File: config.mk
export PLATFORM = sky130hd
export DESIGN_NAME = multicycle_adder
export DESIGN_NICKNAME = d
export VERILOG_FILES = /design/src/rtl/multicycle_adder_pkg.sv /design/src/rtl/multicycle_adder_chunk_adder.sv /design/src/rtl/multicycle_adder.sv
export SDC_FILE = /design/constraint.sdc
export NUM_CORES = 1
export LEC_CHECK = 0
export ABC_AREA = 0
export CAP_MARGIN = 0
export CORE_ASPECT_RATIO = 1.1
export CORE_MARGIN = 2
export CORE_UTILIZATION = 55
export DETAILED_ROUTE_END_ITERATION = 16
export MAX_ROUTING_LAYER = met4
export PLACE_DENSITY = 0.95
export SLEW_MARGIN = 20
export SYNTH_ARGS = -nofsm -noshare
export SYNTH_HDL_FRONTEND = slang
export SYNTH_HIERARCHICAL = 1
export SYNTH_SLANG_ARGS = --single-unit
File: constraint.sdc
create_clock -name clk -period 4.2 [get_ports clk]
set_input_delay 1.26 -clock clk [delete_from_list [all_inputs] [get_ports clk]]
set_output_delay 1.26 -clock clk [all_outputs]
set_load 0.02 [all_outputs]
File: src/rtl/multicycle_adder_pkg.sv
// Shared definitions for the multi-cycle adder: FSM state encoding and
// helpers that derive the chunk count and the chunk-index width.
package multicycle_adder_pkg;

    typedef enum logic [1:0] {
        IDLE = 2'd0,
        RUN  = 2'd1,
        DONE = 2'd2
    } state_t;

    function automatic int calc_nchunk(input int width, input int chunk);
        return width / chunk;
    endfunction

    // A single-chunk configuration still needs a one-bit index register
    function automatic int idx_width(input int nchunk);
        return (nchunk > 1) ? $clog2(nchunk) : 1;
    endfunction

endpackage

File: src/rtl/multicycle_adder_chunk_adder.sv
// Combinational CHUNK-bit ripple-carry adder built from full-adder cells.
module chunk_adder #(
    parameter int CHUNK = 4
) (
    input  logic [CHUNK-1:0] a,
    input  logic [CHUNK-1:0] b,
    input  logic             cin,
    output logic [CHUNK-1:0] s,
    output logic             cout
);

    logic [CHUNK:0] c;

    assign c[0] = cin;

    for (genvar i = 0; i < CHUNK; i++) begin : g_fa
        assign s[i]   = a[i] ^ b[i] ^ c[i];
        assign c[i+1] = (a[i] & b[i]) | (c[i] & (a[i] ^ b[i]));
    end

    assign cout = c[CHUNK];

endmodule

File: src/rtl/multicycle_adder.sv
// Multi-cycle adder/subtractor: adds a WIDTH-bit pair CHUNK bits per cycle,
// LSB first, with a registered carry and valid/ready handshakes on both sides.
module multicycle_adder
    import multicycle_adder_pkg::*;
#(
    parameter int WIDTH = 16,
    parameter int CHUNK = 4
) (
    input  logic             clk,
    input  logic             rst_n,
    input  logic             in_valid,
    output logic             in_ready,
    input  logic [WIDTH-1:0] a,
    input  logic [WIDTH-1:0] b,
    input  logic             cy_in,
    input  logic             sub,
    output logic             out_valid,
    input  logic             out_ready,
    output logic [WIDTH-1:0] sum,
    output logic             cy_out,
    output logic             ovf
);

    localparam int NCHUNK = calc_nchunk(WIDTH, CHUNK);
    localparam int IW     = idx_width(NCHUNK);
    localparam logic [IW-1:0] LAST_IDX = IW'(NCHUNK - 1);

    if (WIDTH < 1 || CHUNK < 1 || (WIDTH % CHUNK) != 0) begin : g_param_check
        $error("multicycle_adder: WIDTH must be a positive multiple of CHUNK");
    end

    state_t state, next_state;

    logic [WIDTH-1:0]       a_r, b_r, sum_r;
    logic [IW-1:0]          idx;
    logic                   carry, a_msb, b_msb, cy_r, ovf_r;
    logic [CHUNK-1:0]       s_chunk;
    logic                   c_next;
    logic                   last;
    logic [WIDTH+CHUNK-1:0] sum_cat;

    assign last = (idx == LAST_IDX);

    // Operand registers shift right each RUN cycle so the adder always sees the low chunk
    chunk_adder #(.CHUNK(CHUNK)) u_chunk_adder (
        .a    (a_r[CHUNK-1:0]),
        .b    (b_r[CHUNK-1:0]),
        .cin  (carry),
        .s    (s_chunk),
        .cout (c_next)
    );

    assign sum_cat = {s_chunk, sum_r};

    always_ff @(posedge clk or negedge rst_n) begin
        if (!rst_n) state <= IDLE;
        else        state <= next_state;
    end

    always_comb begin
        next_state = state;
        unique case (state)
            IDLE:    if (in_valid)  next_state = RUN;
            RUN:     if (last)      next_state = DONE;
            DONE:    if (out_ready) next_state = IDLE;
            default: next_state = IDLE;
        endcase
    end

    // Result chunks enter at the top of sum_r and reach their final place after NCHUNK shifts
    always_ff @(posedge clk or negedge rst_n) begin
        if (!rst_n) begin
            a_r   <= '0;
            b_r   <= '0;
            sum_r <= '0;
            idx   <= '0;
            carry <= 1'b0;
            a_msb <= 1'b0;
            b_msb <= 1'b0;
            cy_r  <= 1'b0;
            ovf_r <= 1'b0;
        end else begin
            unique case (state)
                IDLE: begin
                    if (in_valid) begin
                        a_r   <= a;
                        b_r   <= sub ? ~b : b;
                        carry <= sub ? 1'b1 : cy_in;
                        a_msb <= a[WIDTH-1];
                        b_msb <= sub ? ~b[WIDTH-1] : b[WIDTH-1];
                        idx   <= '0;
                    end
                end
                RUN: begin
                    a_r   <= a_r >> CHUNK;
                    b_r   <= b_r >> CHUNK;
                    sum_r <= sum_cat[WIDTH+CHUNK-1:CHUNK];
                    carry <= c_next;
                    if (last) begin
                        cy_r  <= c_next;
                        ovf_r <= (a_msb == b_msb) && (s_chunk[CHUNK-1] != a_msb);
                    end else begin
                        idx <= idx + 1'b1;
                    end
                end
                default: ;
            endcase
        end
    end

    assign in_ready  = (state == IDLE);
    assign out_valid = (state == DONE);
    assign sum       = sum_r;
    assign cy_out    = cy_r;
    assign ovf       = ovf_r;

endmodule
; Yosys cells after proc, flatten, opt, wreduce, memory -nomap -nowiden
; Cells that the tools add are included.
[word_totals]
output_inout_bits = 20
register_bits = 57
elab_cells = 66
ram_bits = 0
latch_bits = 0
n_memories = 0
romBits = 0
[classes]
div = 0
n_eq_ne = 9
n_bitwise = 22
muxes = 16
reduce_logical = 8
add_sub_neg = 1
magnitude_cmp = 0
multipliers = 0
shifts = 0
[ops]
columns = operator, count
row1 = 16-bit one-hot mux with 2 select lines, 2
row2 = 16-bit 2-to-1 mux, 3
row3 = 16-bit inverter, 1
row4 = 2-bit 2-to-1 mux, 5
row5 = 1-bit AND, 8
row6 = 1-bit XOR, 8
row7 = 2-bit inequality test (second input constant), 3
row8 = 2-bit one-hot mux with 3 select lines, 1
row9 = 2-bit AND reduction, 3
row10 = 3-bit AND reduction, 2
row11 = 2-bit == test (second input constant), 2
row12 = 1-bit bitwise OR, 4
row13 = 2-bit one-hot mux with 2 select lines, 1
row14 = 1-bit 2-to-1 mux, 3
row15 = 2-bit by 1-bit adder with 2-bit output (second input constant), 1
row16 = 2-bit by 1-bit == test with 1-bit output (second input constant), 1
row17 = 2-bit zero test, 1
row18 = 2-bit by 1-bit inequality test with 1-bit output (second input constant), 1
row19 = 1-bit one-hot mux with 2 select lines, 1
row20 = 2-bit nonzero test, 1
row21 = 1-bit == test, 1
row22 = 1-bit logical AND, 1
row23 = 1-bit inequality test, 1
row24 = 1-bit inverter, 1

; Longest topological paths before layout
; Gate-level depths: netlist of run 1.
[logic_depth]
depth_word = 10
depth_mapped = 11
depth_no_buf = 11

; Hierarchy
; The synthesis of run 1 kept the hierarchy.
[modules_own_cells]
columns = mod, seq_area_each_um2, instances, area_per_inst_um2, cells_each
row1 = multicycle_adder, 1426.4, 1, 2645.0, 272
row2 = chunk_adder, 0.0, 1, 117.6, 14

; Worst setup path before layout of run 1
; OpenSTA, ideal clock, no wires.
[synth_timing]
path_type = reg2reg
from = register a_r[0]
to = register ovf_r, in the netlist ovf
stages_incl_launch_ff = 11
arrival_time_ps = 2258
slack_ps = 1817
path_buffers = 0
period_less_slack_ps = 2383
required_ps = 4075
cell_sequence = dfrtp_1 > fa_1 > inv_1 > fa_1 > inv_1 > fa_1 > inv_1 > fa_1 > inv_1 > o22ai_1 > mux2_2
[synth_via]
elab_chain_len = 10
[synth_rtl]
columns = element, line
row1 = "start, declared", multicycle_adder.sv:34  ; logic [WIDTH-1:0] a_r, b_r, sum_r;
row2 = "start signal, assigned", multicycle_adder.sv:95  ; a_r <= a_r >> CHUNK;
row3 = 1-bit XOR, multicycle_adder_chunk_adder.sv:18  ; assign c[i+1] = (a[i] & b[i]) | (c[i] & (a[i] ^ b[i]));
row4 = 1-bit AND, multicycle_adder_chunk_adder.sv:18
row5 = 1-bit bitwise OR *, multicycle_adder_chunk_adder.sv:18
row6 = 1-bit AND *, multicycle_adder_chunk_adder.sv:18
row7 = 1-bit bitwise OR *, multicycle_adder_chunk_adder.sv:18
row8 = 1-bit AND *, multicycle_adder_chunk_adder.sv:18
row9 = 1-bit bitwise OR *, multicycle_adder_chunk_adder.sv:18
row10 = 1-bit XOR *, multicycle_adder_chunk_adder.sv:17  ; assign s[i] = a[i] ^ b[i] ^ c[i];
row11 = named net s_chunk[3], multicycle_adder.sv:37  ; logic [CHUNK-1:0] s_chunk;
row12 = 1-bit inequality test *, multicycle_adder.sv:101  ; ovf_r <= (a_msb == b_msb) && (s_chunk[CHUNK-1] != a_msb);
row13 = 1-bit logical AND *, multicycle_adder.sv:101
row14 = "end signal, assigned", multicycle_adder.sv:101
row15 = "end, declared", multicycle_adder.sv:36  ; logic carry, a_msb, b_msb, cy_r, ovf_r;
; Mark *: on every way through the listed nets, which the timed path passes. The rest lies on a longest branch.
; A chain may end at the register's enable or synchronous reset.

; Worst setup path after layout of run 1
[layout_timing]
from = register state[0]
to = output in_ready
[layout_via]
elab_chain_len = 1
[layout_rtl]
columns = element, line
row1 = "start, declared", multicycle_adder.sv:32  ; state_t state, next_state;
row2 = "start signal, assigned", multicycle_adder.sv:57  ; else state <= next_state;
row3 = 2-bit zero test, multicycle_adder.sv:111  ; assign in_ready = (state == IDLE);
row4 = "end, declared", multicycle_adder.sv:12  ; output logic in_ready,
; No other way between the ends.

==> results of run 1 <==
[stage by stage]
stage | setup slack (ns) | instances
4_1_cts | 1.13 | 400
3_5_place_dp | 1.18 | 385
3_3_place_gp | 1.25 | 385
2_1_floorplan | 1.82 | 286
6_report | 1.13 | 400
5_1_grt | 1.04 | 400
[worst max-delay path, delay by kind of cell (launching register included)]
family / cells / cell delay, ns
buffers and inverters: 2 / 0.87
DFF: 1 / 0.48
and+or+nand+nor: 1 / 0.13
[cells by family after synthesis]
family / count (synthesis) / synth area share
DFF: 57 / 0.516
adders and majority gates: 5 / 0.0335
muxes: 2 / 0.00815
and+or+nand+nor: 118 / 0.182
AOI/OAI and AO/OA: 56 / 0.154
xor gates and xnor gates: 16 / 0.0507
buffers and inverters: 32 / 0.0562
[per-layer routing]
metal | track usage | wire (µm) | up-vias
met1 | 0.290 | 2390 | 1049
met3 | 0.0436 | 280 | 17
met5 | - | 0 | -
li1 | - | - | 1045
met2 | 0.365 | 2960 | 77
met4 | 0.140 | 170 | 0
[final cells by class]
cell class	count	area, µm²
inverter	13	48.8
multi-input combinational	197	1180
sequential	57	1430
fill	383	1420
clock inverter	3	40.0
tap	58	72.6
clock buffer	12	155
timing repair buffer	60	588
[where the power goes]
group	switching, µW	internal (µW)	total (µW)
sequential	164	787	951
clock	207	301	507
combinational	643	457	1100
total	1010	1550	2560
[sequential cells by signal (all words and copies together) (netlist names), 2 cells and up]
signal  count
a_r        16
sum        16
idx         2
b_r        16
state       2
[worst max path at each step]
stage              from       end  slack, ns  depth (start not counted)
2_1_floorplan    a_r[0]       ovf       1.82                         10
3_3_place_gp        sub     carry       1.25                          4
3_5_place_dp        sub     carry       1.18                          4
4_1_cts        state[0]  in_ready       1.13                          3
5_1_grt        state[0]  in_ready       1.04                          3
6_report       state[0]  in_ready       1.13                          3
[cell usage in the layout (no fill, tap or decap), types with 8 or more instances in the layout]
cell             instances
nand2_1                 93
dfrtp_1                 57
clkdlybuf4s50_1         56
a22oi_1                 21
o21ai_0                 16
inv_1                   13
xnor2_1                 11
clkbuf_8                11
o221ai_2                 8
==> metrics.yaml, run 1 <==
setup_viol: 0
gp_congestion: 0.757
synth.most_common_cell: "nand2_1"
synth_edf_count: 0
cts_hold_buf: 0
path_max_fanout: 22
slew_violations: 0
hp-class: "reg2reg"
fin_crit_ns: 3.07
first_pass_iters: 4
die_w_um: 71.6
dieHeight_um: 78.3
syn_to_final_growth_pct: 27.1
cts_tree: "done"
cap_violations: 0
p_leak_uw: 0.00161
syn_area_mm2: 0.00276
slew_headroom: 0.358
cts.sinks: 57
synth_warnings: 6
yosys-top-cells-area: "dfrtp_1 (52%), nand2_1 (13%), a22oi_1 (5.7%)"
rsz0062_at_grt: "no"
hold_violations: 0
power.density_mw_per_mm2: 729
start_kind: "flip-flop"
required_ns: 2.94
drcViolationCount: 0
grt_use_total: 0.236
synth_seq_cells: 57
clockRootBuffer: "clkbuf_8"
cp-end-kind: "output port"
place_hpwl_um: 4020
grt_overflow_total: 0
fin_util: 0.712
grt_max_degree: 34
netlist.area_leader.share: 0.516
worstReg2RegStart: "a_r[0]"
post_cts_buffers: 0
cp.arrival_ns: 1.81
cts-buffers-inserted: 9
hold_end: "a_r[9]"
fmax_mhz: 326
synthTopCellsByCount: "nand2_1 (93), dfrtp_1 (57), a22oi_1 (21)"
irDropWorstVdd_v: 0.000456
reg2regPathDepth: 10
clk_path_buf_depth: 2
post-route-cell-area_mm2: 0.00351
fin_skew_ns: 0.00620
vias: 2188
syn_avg_cell_area_um2: 9.66
ys_types: 29
n_antenna_cell: 0
h-tree-depth: 3
netlist_instances: 286
ys_async_sr_fraction: 1.00
reg2reg_slack_ns: 1.66
rr_endpoint: "ovf"
synth_flop_cell: "dfrtp_1"
crit_chain: "buf_4 -> nor2_1 -> clkdlybuf4s50_1"
port_buffers: 57
cpPeakStageDelay_ns: 0.61
row_count: 27
total_power_uw: 2560
syn_nets: 329
io_pins: 58
cpMaxStageDelayCell: "clkdlybuf4s50_1"
drive_gt1_frac: 0.0936
synth_seq_area_share: 0.516
whs_ns: 0.482
antenna_found_initial: 0
wl_per_cell_um: 14.5
worst_pin_slew_ns: 0.963
die_area_mm2: 0.00561
fin_crit_sh: 0.731
placed_cell_area_mm2: 0.00332
synth_top_area_cell: "dfrtp_1"
layout.nets: 381
status: "completed"
first_global_vias: 2186
insertion_delay_ns: 0.34
vias_per_cell: 5.47
core-area_mm2: 0.00493
hp-start: "a_r[9]"
hold_path_depth: 2
drt_iter0_drc: 124
crit_type: "reg2out"
start_util: 0.560
wirelength_um: 5800
clk_pin_slew_ns: 0.06
postRouteAntennaNets: 0
cts_resized: 0
tns_ns: 0
grt_pass1_wl_um: 9760
(Power assumes the default switching activity.)
==> run 2, diff against run 1 <==
Settings changed: CORE_UTILIZATION 55 to 51, PLACE_DENSITY 0.95 to 0.9.
Clock period 4.2 ns to 3.2 ns, I/O delays scaled along.
==> run 2 against run 1 <==
Flip-flop and latch count stayed put. Sequential share of layout area down 0.67 points. Worst hold slack worse by 0.0077 ns. Critical path depth down 1. Worst setup slack worse by 0.55 ns. Critical path type unchanged. Largest power group unchanged.
==> metrics.yaml, run 2 (synthesized netlist as in run 1, its figures left out) <==
insertion_delay_ns: 0.34  # about the same
drt_iter0_drc: 124  # unchanged
postRouteAntennaNets: 0  # unchanged
gp_congestion: 0.864  # +14%
tns_ns: 0  # unchanged
hp-class: "reg2reg"
reg2regPathDepth: 10  # unchanged
fin_crit_ns: 2.62
final_cell_mix: "nand2_1 (93), dfrtp_1 (57), clkdlybuf4s50_1 (56)"
met2_usage: 0.339  # -0.0255
fillers: 422  # +10%
place_hpwl_um: 3920  # -2.6%
crit_chain: "nor2_1 -> clkdlybuf4s50_1"
cpMaxStageDelayCell: "clkdlybuf4s50_1"
slew_violations: 0  # unchanged
wl_per_cell_um: 13.7  # -5.6%
gr-usage-met1: 0.294  # +0.00369
drive_gt1_frac: 0.109  # +0.0156
status: "completed"
placed_cell_area_mm2: 0.00338  # +1.8%
setup_viol: 0  # unchanged
post-route-cell-area_mm2: 0.00357  # +1.7%
start_util: 0.522  # -0.0379
cts.sinks: 57  # unchanged
dpl_worst_slack_ns: 0.548  # -0.628 ns
clockRootBuffer: "clkbuf_8"
cap_violations: 0  # unchanged
irDropWorstVdd_v: 0.000504  # +10%
cp-end-kind: "output port"
grt_pass1_wl_um: 9800  # +0.43%
fin_crit_sh: 0.820
clk_pin_slew_ns: 0.07  # about the same
post_cts_buffers: 0  # unchanged
port_buffers: 57  # unchanged
io_pins: 58  # unchanged
path_buf_inv: 1  # -1
antenna_found_initial: 0  # unchanged
cts-buffers-inserted: 9  # unchanged
drcViolationCount: 0  # unchanged
die_w_um: 74.2  # +3.6%
die_area_mm2: 0.00602  # +7.4%
n_antenna_cell: 0  # unchanged
start_kind: "flip-flop"
fmax_mhz: 381
syn_to_final_growth_pct: 29.3
core-area_mm2: 0.00529  # +7.3%
worst_pin_slew_ns: 0.710  # -0.253 ns
dieHeight_um: 81.2  # +3.7%
p_leak_uw: 0.00164  # +1.6%
cpPeakStageDelay_ns: 0.63  # +0.02 ns
path_max_fanout: 9  # -59%
cp.arrival_ns: 1.66  # -0.15 ns
dp.cells: 407  # +5.7%
vias: 2192  # +0.18%
cts_tree: "done"
rsz0062_at_grt: "no"
top_usage_layer: "met2"
required_ns: 2.24  # -0.70 ns
row_count: 28  # +3.7%
cts_resized: 0  # unchanged
grt_max_degree: 47  # +38%
layout.nets: 386  # +1.3%
gr-usage-met3: 0.0484  # +0.00474
setup_slack_ns: 0.576  # -0.552 ns
hold_path_depth: 2  # unchanged
h-tree-depth: 3  # unchanged
crit_cells: 2  # -1
path_delay_family: "buffers and inverters"
crit_type: "reg2out"
slew_headroom: 0.526  # +0.168
whs_ns: 0.474  # -0.00770 ns
wirelength_um: 5790  # -0.16%
fin_skew_ns: 0.0101  # +0.00390 ns
first_global_vias: 2069  # -5.4%
layoutNonFillerInstCount: 423  # +5.8%
power.density_mw_per_mm2: 941  # +29%
first_pass_iters: 4  # unchanged
grt_use_total: 0.224  # -0.0120
vias_per_cell: 5.18  # -5.3%
hold_violations: 0  # unchanged
grt_overflow_total: 0  # unchanged
cts_hold_buf: 0  # unchanged
layout_commonest_cell: "nand2_1"
clk_path_buf_depth: 2  # unchanged
-- run 2: cell types whose count changed in the layout (fill, tap and decap cells not counted), sizes merged --
cell / before / now
buf: 4 / 9
bufinv: 1 / 0
clkbuf: 12 / 14
-- run 2: power by group --
group          leakage (µW)  switching (µW)  internal (µW)
combinational      0.000802             842            629
clock              0.000102             278            363
sequential         0.000731             214           1030
-- run 2: path summary, 6_finish.rpt --
check / to / slack, ns / from
setup / recovery: in_ready / 0.58 / state[0]
hold / removal: sum[1] / 0.47 / sum[1]
setup reg to reg: ovf / 0.64 / a_r[0]
hold reg to reg: sum[1] / 0.47 / sum[1]
max in group asynchronous: a_r[10] / 2.04 / rst_n
min in group asynchronous: sum[10] / 0.63 / rst_n
-- run 2: final cells by class --
| class | instances | area [µm²] | area share |
|---|---|---|---|
| clock buffer | 14 | 183 | 0.0512 |
| clock inverter | 2 | 10.0 | 0.00280 |
| inverter | 13 | 48.8 | 0.0137 |
| multi-input combinational | 197 | 1180 | 0.331 |
| sequential | 57 | 1430 | 0.399 |
| tap | 75 | 93.8 | 0.0263 |
| timing repair buffer | 65 | 628 | 0.176 |
-- run 2: stage by stage --
step	total power (µW)	util
after floorplan	2250	-
after global placement	2660	0.638
after detailed placement	2730	0.638
after CTS	3380	0.675
after global routing	3650	0.675
final	3360	0.675
-- run 2: worst reg2reg max path, stage by stage, from the launching register on --
cell and delay, ns:
dfrtp_1 0.42, fa_1 0.42, inv_1 0.08, fa_1 0.16
inv_1 0.05, fa_1 0.35, inv_1 0.08, fa_1 0.40
inv_1 0.13, o22ai_1 0.11, mux2_2 0.26
-- run 2: routing by layer --
| layer | vias to the layer above | part of all wire |
|---|---|---|
| met5 | - | 0 |
| met4 | 0 | 0.017 |
| met3 | 9 | 0.046 |
| met2 | 58 | 0.50 |
| met1 | 1060 | 0.44 |
| li1 | 1065 | - |
